**src/rtl/rvc_fetch_align_if.sv**
```systemverilog
// Fetch-side handshake and I-cache read port of the RVC fetch aligner.
// The slave modport is the aligner; the master modport is the pipeline plus I-cache.
interface rvc_fetch_align_if;
   logic        fetch_req;
   logic [30:0] fetch_pc;
   logic        fetch_flush;
   logic [31:0] fetch_inst;
   logic        fetch_len;
   logic        fetch_valid;
   logic        fetch_stall;
   logic        ICACHE_ren;
   logic [29:0] ICACHE_addr;
   logic [31:0] ICACHE_rdata;
   logic        ICACHE_stall;

   modport master (
      output fetch_req, fetch_pc, fetch_flush, ICACHE_rdata, ICACHE_stall,
      input  fetch_inst, fetch_len, fetch_valid, fetch_stall, ICACHE_ren, ICACHE_addr
   );

   modport slave (
      input  fetch_req, fetch_pc, fetch_flush, ICACHE_rdata, ICACHE_stall,
      output fetch_inst, fetch_len, fetch_valid, fetch_stall, ICACHE_ren, ICACHE_addr
   );
endinterface

```
**src/rtl/rvc_fetch_align.sv**
```systemverilog
// Aligns 16/32-bit RISC-V instructions from a word-wide I-cache using a one-word buffer;
// instructions straddling a word boundary take a second read of the following word.
module rvc_fetch_align (
   input  logic                 clk,
   input  logic                 proc_reset,
   rvc_fetch_align_if.slave     bus
);

   typedef enum logic [1:0] {StIdle, StFetch0, StFetch1, StResp} state_e;

   state_e      state_q;
   logic        buf_valid_q;
   logic [29:0] buf_addr_q;
   logic [31:0] buf_data_q;
   logic [31:0] inst_q;
   logic        len_q;
   logic        valid_q;
   logic        ren_q;
   logic [29:0] addr_q;
   logic        h_q;
   logic        flush_q;

   logic [29:0] req_w;
   logic        req_h;
   logic        buf_hit;
   logic [15:0] buf_half;
   logic        buf_is32;
   logic        buf_straddle;
   logic [15:0] rd_half;
   logic        rd_is32;
   logic        rd_straddle;
   logic        rd_done;
   logic        abandon;

   assign req_w        = bus.fetch_pc[30:1];
   assign req_h        = bus.fetch_pc[0];
   assign buf_hit      = buf_valid_q && (buf_addr_q == req_w);
   assign buf_half     = req_h ? buf_data_q[31:16] : buf_data_q[15:0];
   assign buf_is32     = (buf_half[1:0] == 2'b11);
   assign buf_straddle = req_h && buf_is32;

   assign rd_half     = h_q ? bus.ICACHE_rdata[31:16] : bus.ICACHE_rdata[15:0];
   assign rd_is32     = (rd_half[1:0] == 2'b11);
   assign rd_straddle = h_q && rd_is32;
   assign rd_done     = ren_q && !bus.ICACHE_stall;
   // A flush seen at any point of an outstanding read abandons it once the read lands.
   assign abandon     = flush_q || bus.fetch_flush;

   always_ff @(posedge clk or posedge proc_reset) begin
      if (proc_reset) begin
         state_q     <= StIdle;
         buf_valid_q <= 1'b0;
         buf_addr_q  <= '0;
         buf_data_q  <= '0;
         inst_q      <= '0;
         len_q       <= 1'b0;
         valid_q     <= 1'b0;
         ren_q       <= 1'b0;
         addr_q      <= '0;
         h_q         <= 1'b0;
         flush_q     <= 1'b0;
      end else begin
         valid_q <= 1'b0;
         case (state_q)
            StIdle: begin
               // While the pulse is out the pipeline still presents the completed request.
               if (bus.fetch_req && !bus.fetch_flush && !valid_q) begin
                  h_q     <= req_h;
                  flush_q <= 1'b0;
                  if (!buf_hit) begin
                     state_q <= StFetch0;
                     ren_q   <= 1'b1;
                     addr_q  <= req_w;
                  end else if (buf_straddle) begin
                     state_q <= StFetch1;
                     ren_q   <= 1'b1;
                     addr_q  <= req_w + 30'd1;
                  end else begin
                     state_q <= StResp;
                     inst_q  <= buf_is32 ? buf_data_q : {16'h0000, buf_half};
                     len_q   <= buf_is32;
                  end
               end
            end
            StFetch0: begin
               if (bus.fetch_flush) flush_q <= 1'b1;
               if (rd_done) begin
                  buf_valid_q <= 1'b1;
                  buf_addr_q  <= addr_q;
                  buf_data_q  <= bus.ICACHE_rdata;
                  if (abandon) begin
                     state_q <= StIdle;
                     ren_q   <= 1'b0;
                  end else if (rd_straddle) begin
                     state_q <= StFetch1;
                     addr_q  <= addr_q + 30'd1;
                  end else begin
                     state_q <= StResp;
                     ren_q   <= 1'b0;
                     inst_q  <= rd_is32 ? bus.ICACHE_rdata : {16'h0000, rd_half};
                     len_q   <= rd_is32;
                  end
               end
            end
            StFetch1: begin
               if (bus.fetch_flush) flush_q <= 1'b1;
               if (rd_done) begin
                  buf_valid_q <= 1'b1;
                  buf_addr_q  <= addr_q;
                  buf_data_q  <= bus.ICACHE_rdata;
                  ren_q       <= 1'b0;
                  if (abandon) begin
                     state_q <= StIdle;
                  end else begin
                     state_q <= StResp;
                     inst_q  <= {bus.ICACHE_rdata[15:0], buf_data_q[31:16]};
                     len_q   <= 1'b1;
                  end
               end
            end
            StResp: begin
               state_q <= StIdle;
               valid_q <= !bus.fetch_flush;
            end
            default: state_q <= StIdle;
         endcase
      end
   end

   assign bus.fetch_inst  = inst_q;
   assign bus.fetch_len   = len_q;
   assign bus.fetch_valid = valid_q;
   assign bus.fetch_stall = bus.fetch_req & ~valid_q;
   assign bus.ICACHE_ren  = ren_q;
   assign bus.ICACHE_addr = addr_q;

endmodule

```
**src/flat_wrapper.sv**
```systemverilog
// flat-port wrapper written by rule: the top's interface ports become plain ports
module rvc_fetch_align_flat 
  (clk, proc_reset, bus_fetch_req, bus_fetch_pc, bus_fetch_flush, bus_ICACHE_rdata, bus_ICACHE_stall, bus_fetch_inst, bus_fetch_len, bus_fetch_valid, bus_fetch_stall, bus_ICACHE_ren, bus_ICACHE_addr);
  rvc_fetch_align_if bus_i ();
  input  logic clk;
  input  logic proc_reset;
  input wire logic [$bits(bus_i.fetch_req)-1:0] bus_fetch_req;
  input wire logic [$bits(bus_i.fetch_pc)-1:0] bus_fetch_pc;
  input wire logic [$bits(bus_i.fetch_flush)-1:0] bus_fetch_flush;
  input wire logic [$bits(bus_i.ICACHE_rdata)-1:0] bus_ICACHE_rdata;
  input wire logic [$bits(bus_i.ICACHE_stall)-1:0] bus_ICACHE_stall;
  output wire logic [$bits(bus_i.fetch_inst)-1:0] bus_fetch_inst;
  output wire logic [$bits(bus_i.fetch_len)-1:0] bus_fetch_len;
  output wire logic [$bits(bus_i.fetch_valid)-1:0] bus_fetch_valid;
  output wire logic [$bits(bus_i.fetch_stall)-1:0] bus_fetch_stall;
  output wire logic [$bits(bus_i.ICACHE_ren)-1:0] bus_ICACHE_ren;
  output wire logic [$bits(bus_i.ICACHE_addr)-1:0] bus_ICACHE_addr;
  assign bus_i.fetch_req = bus_fetch_req;
  assign bus_i.fetch_pc = bus_fetch_pc;
  assign bus_i.fetch_flush = bus_fetch_flush;
  assign bus_i.ICACHE_rdata = bus_ICACHE_rdata;
  assign bus_i.ICACHE_stall = bus_ICACHE_stall;
  assign bus_fetch_inst = bus_i.fetch_inst;
  assign bus_fetch_len = bus_i.fetch_len;
  assign bus_fetch_valid = bus_i.fetch_valid;
  assign bus_fetch_stall = bus_i.fetch_stall;
  assign bus_ICACHE_ren = bus_i.ICACHE_ren;
  assign bus_ICACHE_addr = bus_i.ICACHE_addr;
  rvc_fetch_align u_core (.clk(clk), .proc_reset(proc_reset), .bus(bus_i));
endmodule
```
**config.mk**
```make
export PLATFORM = sky130hd
export DESIGN_NAME = rvc_fetch_align_flat
export DESIGN_NICKNAME = d
export VERILOG_FILES = /design/src/rtl/rvc_fetch_align_if.sv /design/src/rtl/rvc_fetch_align.sv /design/src/flat_wrapper.sv
export SDC_FILE = /design/constraint.sdc
export NUM_CORES = 1
export LEC_CHECK = 0
export ABC_CLOCK_PERIOD_IN_PS = 6300
export CAP_MARGIN = 20
export CORE_ASPECT_RATIO = 1.75
export CORE_MARGIN = 5
export CORE_UTILIZATION = 30
export DETAILED_ROUTE_END_ITERATION = 10
export GPL_ROUTABILITY_DRIVEN = 0
export PLACE_DENSITY_LB_ADDON = 0.3
export SLEW_MARGIN = 40
export SYNTH_ARGS = -nofsm -noshare
export SYNTH_HDL_FRONTEND = slang
export SYNTH_SLANG_ARGS = --single-unit
```
**constraint.sdc**
```tcl
create_clock -name clk -period 6.3 [get_ports clk]
set_input_delay 1.575 -clock clk [delete_from_list [all_inputs] [get_ports clk]]
set_output_delay 1.575 -clock clk [all_outputs]
set_load 0.05 [all_outputs]
```
Word-level counts from Yosys, hierarchy flattened

Cells that the tools add are included.
W data, S select, Z words.

Bits in registers: 132
Bits of input ports: 68
Output and inout bits: 66
Logic and storage cells: 105

Add/subtract/negate cells: 2
Eq/ne operators: 18
Mux-type cells: 50
Bitwise operators: 2
Reductions and logical operators: 22

Operator list:

| cell                    | count |
|---|---|
| $mux W32                | 10 |
| $mux W30                | 6 |
| $pmux W32 S3            | 1 |
| $add A30 B1 Y30 const B | 2 |
| $pmux W30 S2            | 1 |
| $mux W16                | 2 |
| $eq A30 B30 Y1          | 1 |
| $mux W1                 | 20 |
| $mux W2                 | 6 |
| $ne A2 B1 Y1 const B    | 6 |
| $reduce_and A6 Y1       | 2 |
| $reduce_and A9 Y1       | 1 |
| $eq A2 B2 Y1 const B    | 4 |
| $ne A2 B2 Y1 const B    | 4 |
| $pmux W2 S4             | 1 |
| $logic_and A1 B1 Y1     | 6 |
| $ne A3 B3 Y1 const B    | 2 |
| $pmux W1 S3             | 2 |
| $reduce_and A3 Y1       | 2 |
| $reduce_and A2 Y1       | 2 |
| $reduce_bool A2 Y1      | 2 |
| $logic_not A1 Y1        | 3 |
| $reduce_bool A3 Y1      | 1 |
| $eq A2 B1 Y1 const B    | 1 |
| 6 further kinds         | 6 |

Longest topological paths before layout

Depth after elaboration: 7
Gate-level depth with buffers: 11
Gate-level depth less buffers: 8

Least setup slack after synthesis

No wires, ideal clock.

Path type: input to register
From: input port bus_fetch_pc[6]
To: register u_core.inst_q[10], in the netlist u_core.bus.fetch_inst[10]
Setup time: 0.128 ns
Arrival: 4.105 ns
Required time: 6.172 ns
Setup slack: 2.067 ns
Stages on the path: 8
Path buffers: 2
Cell sequence: buf_2 -> xor2_1 -> or4_1 -> nor4_4 -> nand3_2 -> a2111oi_4 -> buf_4 -> mux2_1

Word-level cells in the longest chain between the ends: 4

RTL lines:

| element                            | RTL line               | text |
|---|---|---|
| start, declared                    | flat_wrapper.sv:8      | `input wire logic [$bits(bus_i.fetch_pc)-1:0] bus_fetch_pc;` |
| $eq A30 B30 Y1                     | rvc_fetch_align.sv:37  | `assign buf_hit = buf_valid_q && (buf_addr_q == req_w);` |
| $logic_and A1 B1 Y1                | rvc_fetch_align.sv:37  |  |
| $ne A2 B1 Y1 (no source line)      | -                      |  |
| $reduce_and A9 Y1 (no source line) | -                      |  |
| end signal, assigned               | rvc_fetch_align.sv:80  | `inst_q <= buf_is32 ? buf_data_q : {16'h0000, buf_half};` |
| end signal, assigned               | rvc_fetch_align.sv:100 | `inst_q <= rd_is32 ? bus.ICACHE_rdata : {16'h0000, rd_half};` |
| end signal, assigned               | rvc_fetch_align.sv:116 | `inst_q <= {bus.ICACHE_rdata[15:0], buf_data_q[31:16]};` |
| end, declared                      | rvc_fetch_align.sv:15  | `logic [31:0] inst_q;` |

No other way between the ends.
A chain may end at the register's enable or synchronous reset.

Worst setup path after layout

From: input port bus_fetch_req
To: output port bus_fetch_stall

Word-level cells in the longest chain between the ends: 1

RTL lines:

| element         | RTL line               | text |
|---|---|---|
| start, declared | flat_wrapper.sv:7      | `input wire logic [$bits(bus_i.fetch_req)-1:0] bus_fetch_req;` |
| $and A1 B1 Y1   | rvc_fetch_align.sv:133 | `assign bus.fetch_stall = bus.fetch_req & ~valid_q;` |
| end, declared   | flat_wrapper.sv:15     | `output wire logic [$bits(bus_i.fetch_stall)-1:0] bus_fetch_stall;` |

No other way between the ends.

==> impl_metrics.toml <==
[clock_tree]
cts.clk_slew.worst_paths_ps = 60
clk_latency_ps = 430
cts_buffers = 17
postCtsSetupBuffers = 0
cts.sinks = 132
cts.path.max_buffers = 2
root_buffer = "clkbuf_16"
htree_levels = 4
hold_buffers = 0
cts_tree = "built"
cts_resized = 0

[synthesis]
syn_nets = 940
yosysWarnings = 0
synth_edf_count = 0
yosys-top-cells-area = "dfrtp_1, mux2_2, a21oi_1"
ys_seq_area_share_pct = 41.24
avgSynthCellArea_sq_um = 9.259
yosys.area.top_type = "dfrtp_1"
synthMuxAreaShare_pct = 14.17
synth_compound_area_share_pct = 15.54
synthFlopType = "dfrtp_1"
synth.distinct_cells = 59
synth_top_area_share_pct = 41.24
synth_cells = 865
synth_area_sq_mm = 0.008009
synth_fa_ha_area_share_pct = 1.094
synth_xor_area_share_pct = 6.015
synth_top_family_by_area = "simple AND/OR/NAND/NOR gates"
async_reset_ff_share_pct = 100.0
yosys.area_share.simple_pct = 18.17
synth_seq_cells = 132

[timing]
max_freq_mhz = 213.9
period_minus_slack_ps = 4675
finClkSkew_ps = 14.23
report.final.setup_viol = 0
maxSlewHeadroom_pct = 47.06
rsz0062_at_grt = "no"
hold_viol = 0
tns_ps = 0
fin_crit_sh_pct = 74.20
worst_pin_slew_ps = 794.1
finalMaxSlewViolations = 0

[power]
p_leak_uw = 0.003980
ir_drop_mv = 0.2783
cellPowerDensity_mw_per_mm2 = 587.0

[critical_path]
crit_buf_inv = 2
worstPathArrival_ps = 3100
cpMostUsedCell = "clkdlybuf4s50_1"
cp.required_ps = 4720
critical_path.top_delay_family = "buffers and inverters"
rr_startpoint = "u_core.state_q[1]$_DFFE_PP0P_"
critPathKind = "in2out"
slowest_delay_ps = 850
critPathMaxFanout = 2
end_kind = "output pin"
worstPathCellList = "clkdlybuf4s50_1, nor2b_1, clkdlybuf4s50_1"
crit_slowest_cell = "clkdlybuf4s50_1"
start_kind = "primary input"
startpoint = "bus_fetch_req"

[placement]
dp.final_hpwl_mm = 19.12
port_buffers = 133

[status]
status = "complete, no violations"

[floorplanning]
core_area_sq_mm = 0.02649
dieArea_sq_mm = 0.03019
die_x_um = 133.5
pin_count = 134
die_height_um = 226.1
floorplan.initialDensity_pct = 30.23
fp-row-count = 79

[global_routing]
track_usage_pct = 17.74
grt_max_degree = 95
grt_pass1_wl_mm = 41.23
antenna_found_initial = 0
grt-ovfl-total = 0
grt_pass1_vias = 7277

[detailed_routing]
final_antenna_net_count = 0
vias_per_cell = 5.472
drt_iter0_drc = 378
drt-wirelength-per-cell_um = 20.40
vias = 7168
drc = 0
finalWirelength_mm = 26.73
dr.pass1.iters = 5

[finish]
nNetsFinal = 1049
num_antenna_cells = 0
fin_util_pct = 38.76
drive_above_1_share_pct = 12.88
fillers = 2688
syn2layout_area_growth_pct = 28.21

[hold_path]
worst_hold_startpoint = "u_core.bus.fetch_inst[7]$_DFFE_PP0P_"
hold_path_class = "reg2reg"

[run]
maxCapViolCount = 0
## sequential cells by signal, summed over array words and instances (netlist names)
name,flops
u_core.buf_data_q,32
u_core.bus.fetch_inst,32
u_core.buf_addr_q,30
u_core.bus.ICACHE_addr,30
u_core.state_q,2
u_core.buf_valid_q,1
u_core.bus.ICACHE_ren,1
u_core.bus.fetch_len,1
u_core.bus.fetch_valid,1
u_core.flush_q,1
u_core.h_q,1
## layout make-up
class	instances	area, sq um	share of cell area [%]
clock inverter	12	155.1	1.511
tap	324	405.4	3.948
multi-input combinational	657	4429	43.13
inverter	17	71.32	0.6945
clock buffer	19	452.9	4.411
sequential	132	3303	32.17
timing repair buffer	149	1451	14.13
## per-layer routing
layer	track usage, %	routed length (um)	up-vias
li1	-	-	3358
met5	0	0	-
met3	3.366	1215	74
met4	10.23	1444	0
met1	18.98	9800	3469
met2	32.37	14270	267
## worst register-to-register path: cells and delay by family, from the launching register on
kind	cells	cell delay, ps
buf+inv	3	1090
fa+ha+maj	1	170
simple gates	2	910
compound gates	3	910
flops	1	410
## synthesized netlist by cell type (3+ instances only)
cell type,number
a211oi_1,7
a21oi_1,69
a22o_1,17
a22oi_1,16
a31oi_1,4
and2_1,5
and3_1,17
and4_1,6
buf_2,7
clkbuf_1,49
dfrtp_1,132
ha_1,7
inv_1,16
mux2_1,9
mux2_2,66
mux2i_1,29
nand2_1,89
nand2b_1,4
nand3_1,44
nand4_1,33
nor2_1,46
nor2b_1,5
nor3_1,14
nor4_1,7
nor4b_1,3
o211ai_1,4
o21ai_0,61
o22ai_1,4
or3_1,3
or4_1,4
xnor2_1,38
xor2_1,17
## path summary, 6_finish.rpt
path	endpoint	slack [ps]	cells after the start
setup / recovery	bus_fetch_stall	1630	3
hold / removal	u_core.bus.fetch_inst[7]$_DFFE_PP0P_	480	1
setup reg to reg	u_core.bus.ICACHE_addr[24]$_DFFE_PP0P_	2710	9
hold reg to reg	u_core.bus.fetch_inst[7]$_DFFE_PP0P_	480	1
max in group asynchronous	u_core.buf_addr_q[14]$_DFFE_PP0P_	3630	3
min in group asynchronous	u_core.bus.ICACHE_addr[24]$_DFFE_PP0P_	1640	2
## stage by stage
step                      instances  worst slack (ps)  cell area, sq um  power [uW]  hold WS, ps
after CTS                      1310              1606             10270        6090        488.0
after detailed placement       1279              1177              9661        5024        474.0
after floorplan                 865              1199              8009        3953        456.4
final                          1310              1625             10270        6027        481.1
after global routing           1310              1470             10270        6418        503.1
after global placement         1279              1247              9641        4980        466.3
## layout by cell type, fill, tap and decap left out, drive strengths merged, types with 9 or more instances in the layout
cell,n
xor2,17
nor3,14
nand2,89
nor4,9
nand3,45
buf,16
mux2,75
o21ai,61
xnor2,38
dfrtp,132
a22oi,16
a21oi,69
and3,17
a22o,17
clkbuf,19
clkdlybuf4s50,133
mux2i,29
nand4,33
inv,17
nor2,46
## kinds of logic (layout without fill, tap and decap cells)
family / count (synthesis) / in the layout
AND/OR/NAND/NOR: 289 / 289
AO/OA/AOI/OAI: 202 / 202
flip-flops: 132 / 132
multiplexers: 104 / 104
buffers and inverters: 76 / 197
XOR/XNOR: 55 / 55
adder cells (fa/ha/maj): 7 / 7
## report_power, final
part / leakage [uW] / internal (uW) / switching [uW] / total, uW
Clock: 0.000283 / 641 / 400 / 1040
Sequential: 0.00155 / 1290 / 410 / 1700
Combinational: 0.00215 / 1240 / 2050 / 3290
(Power assumes the default switching activity.)
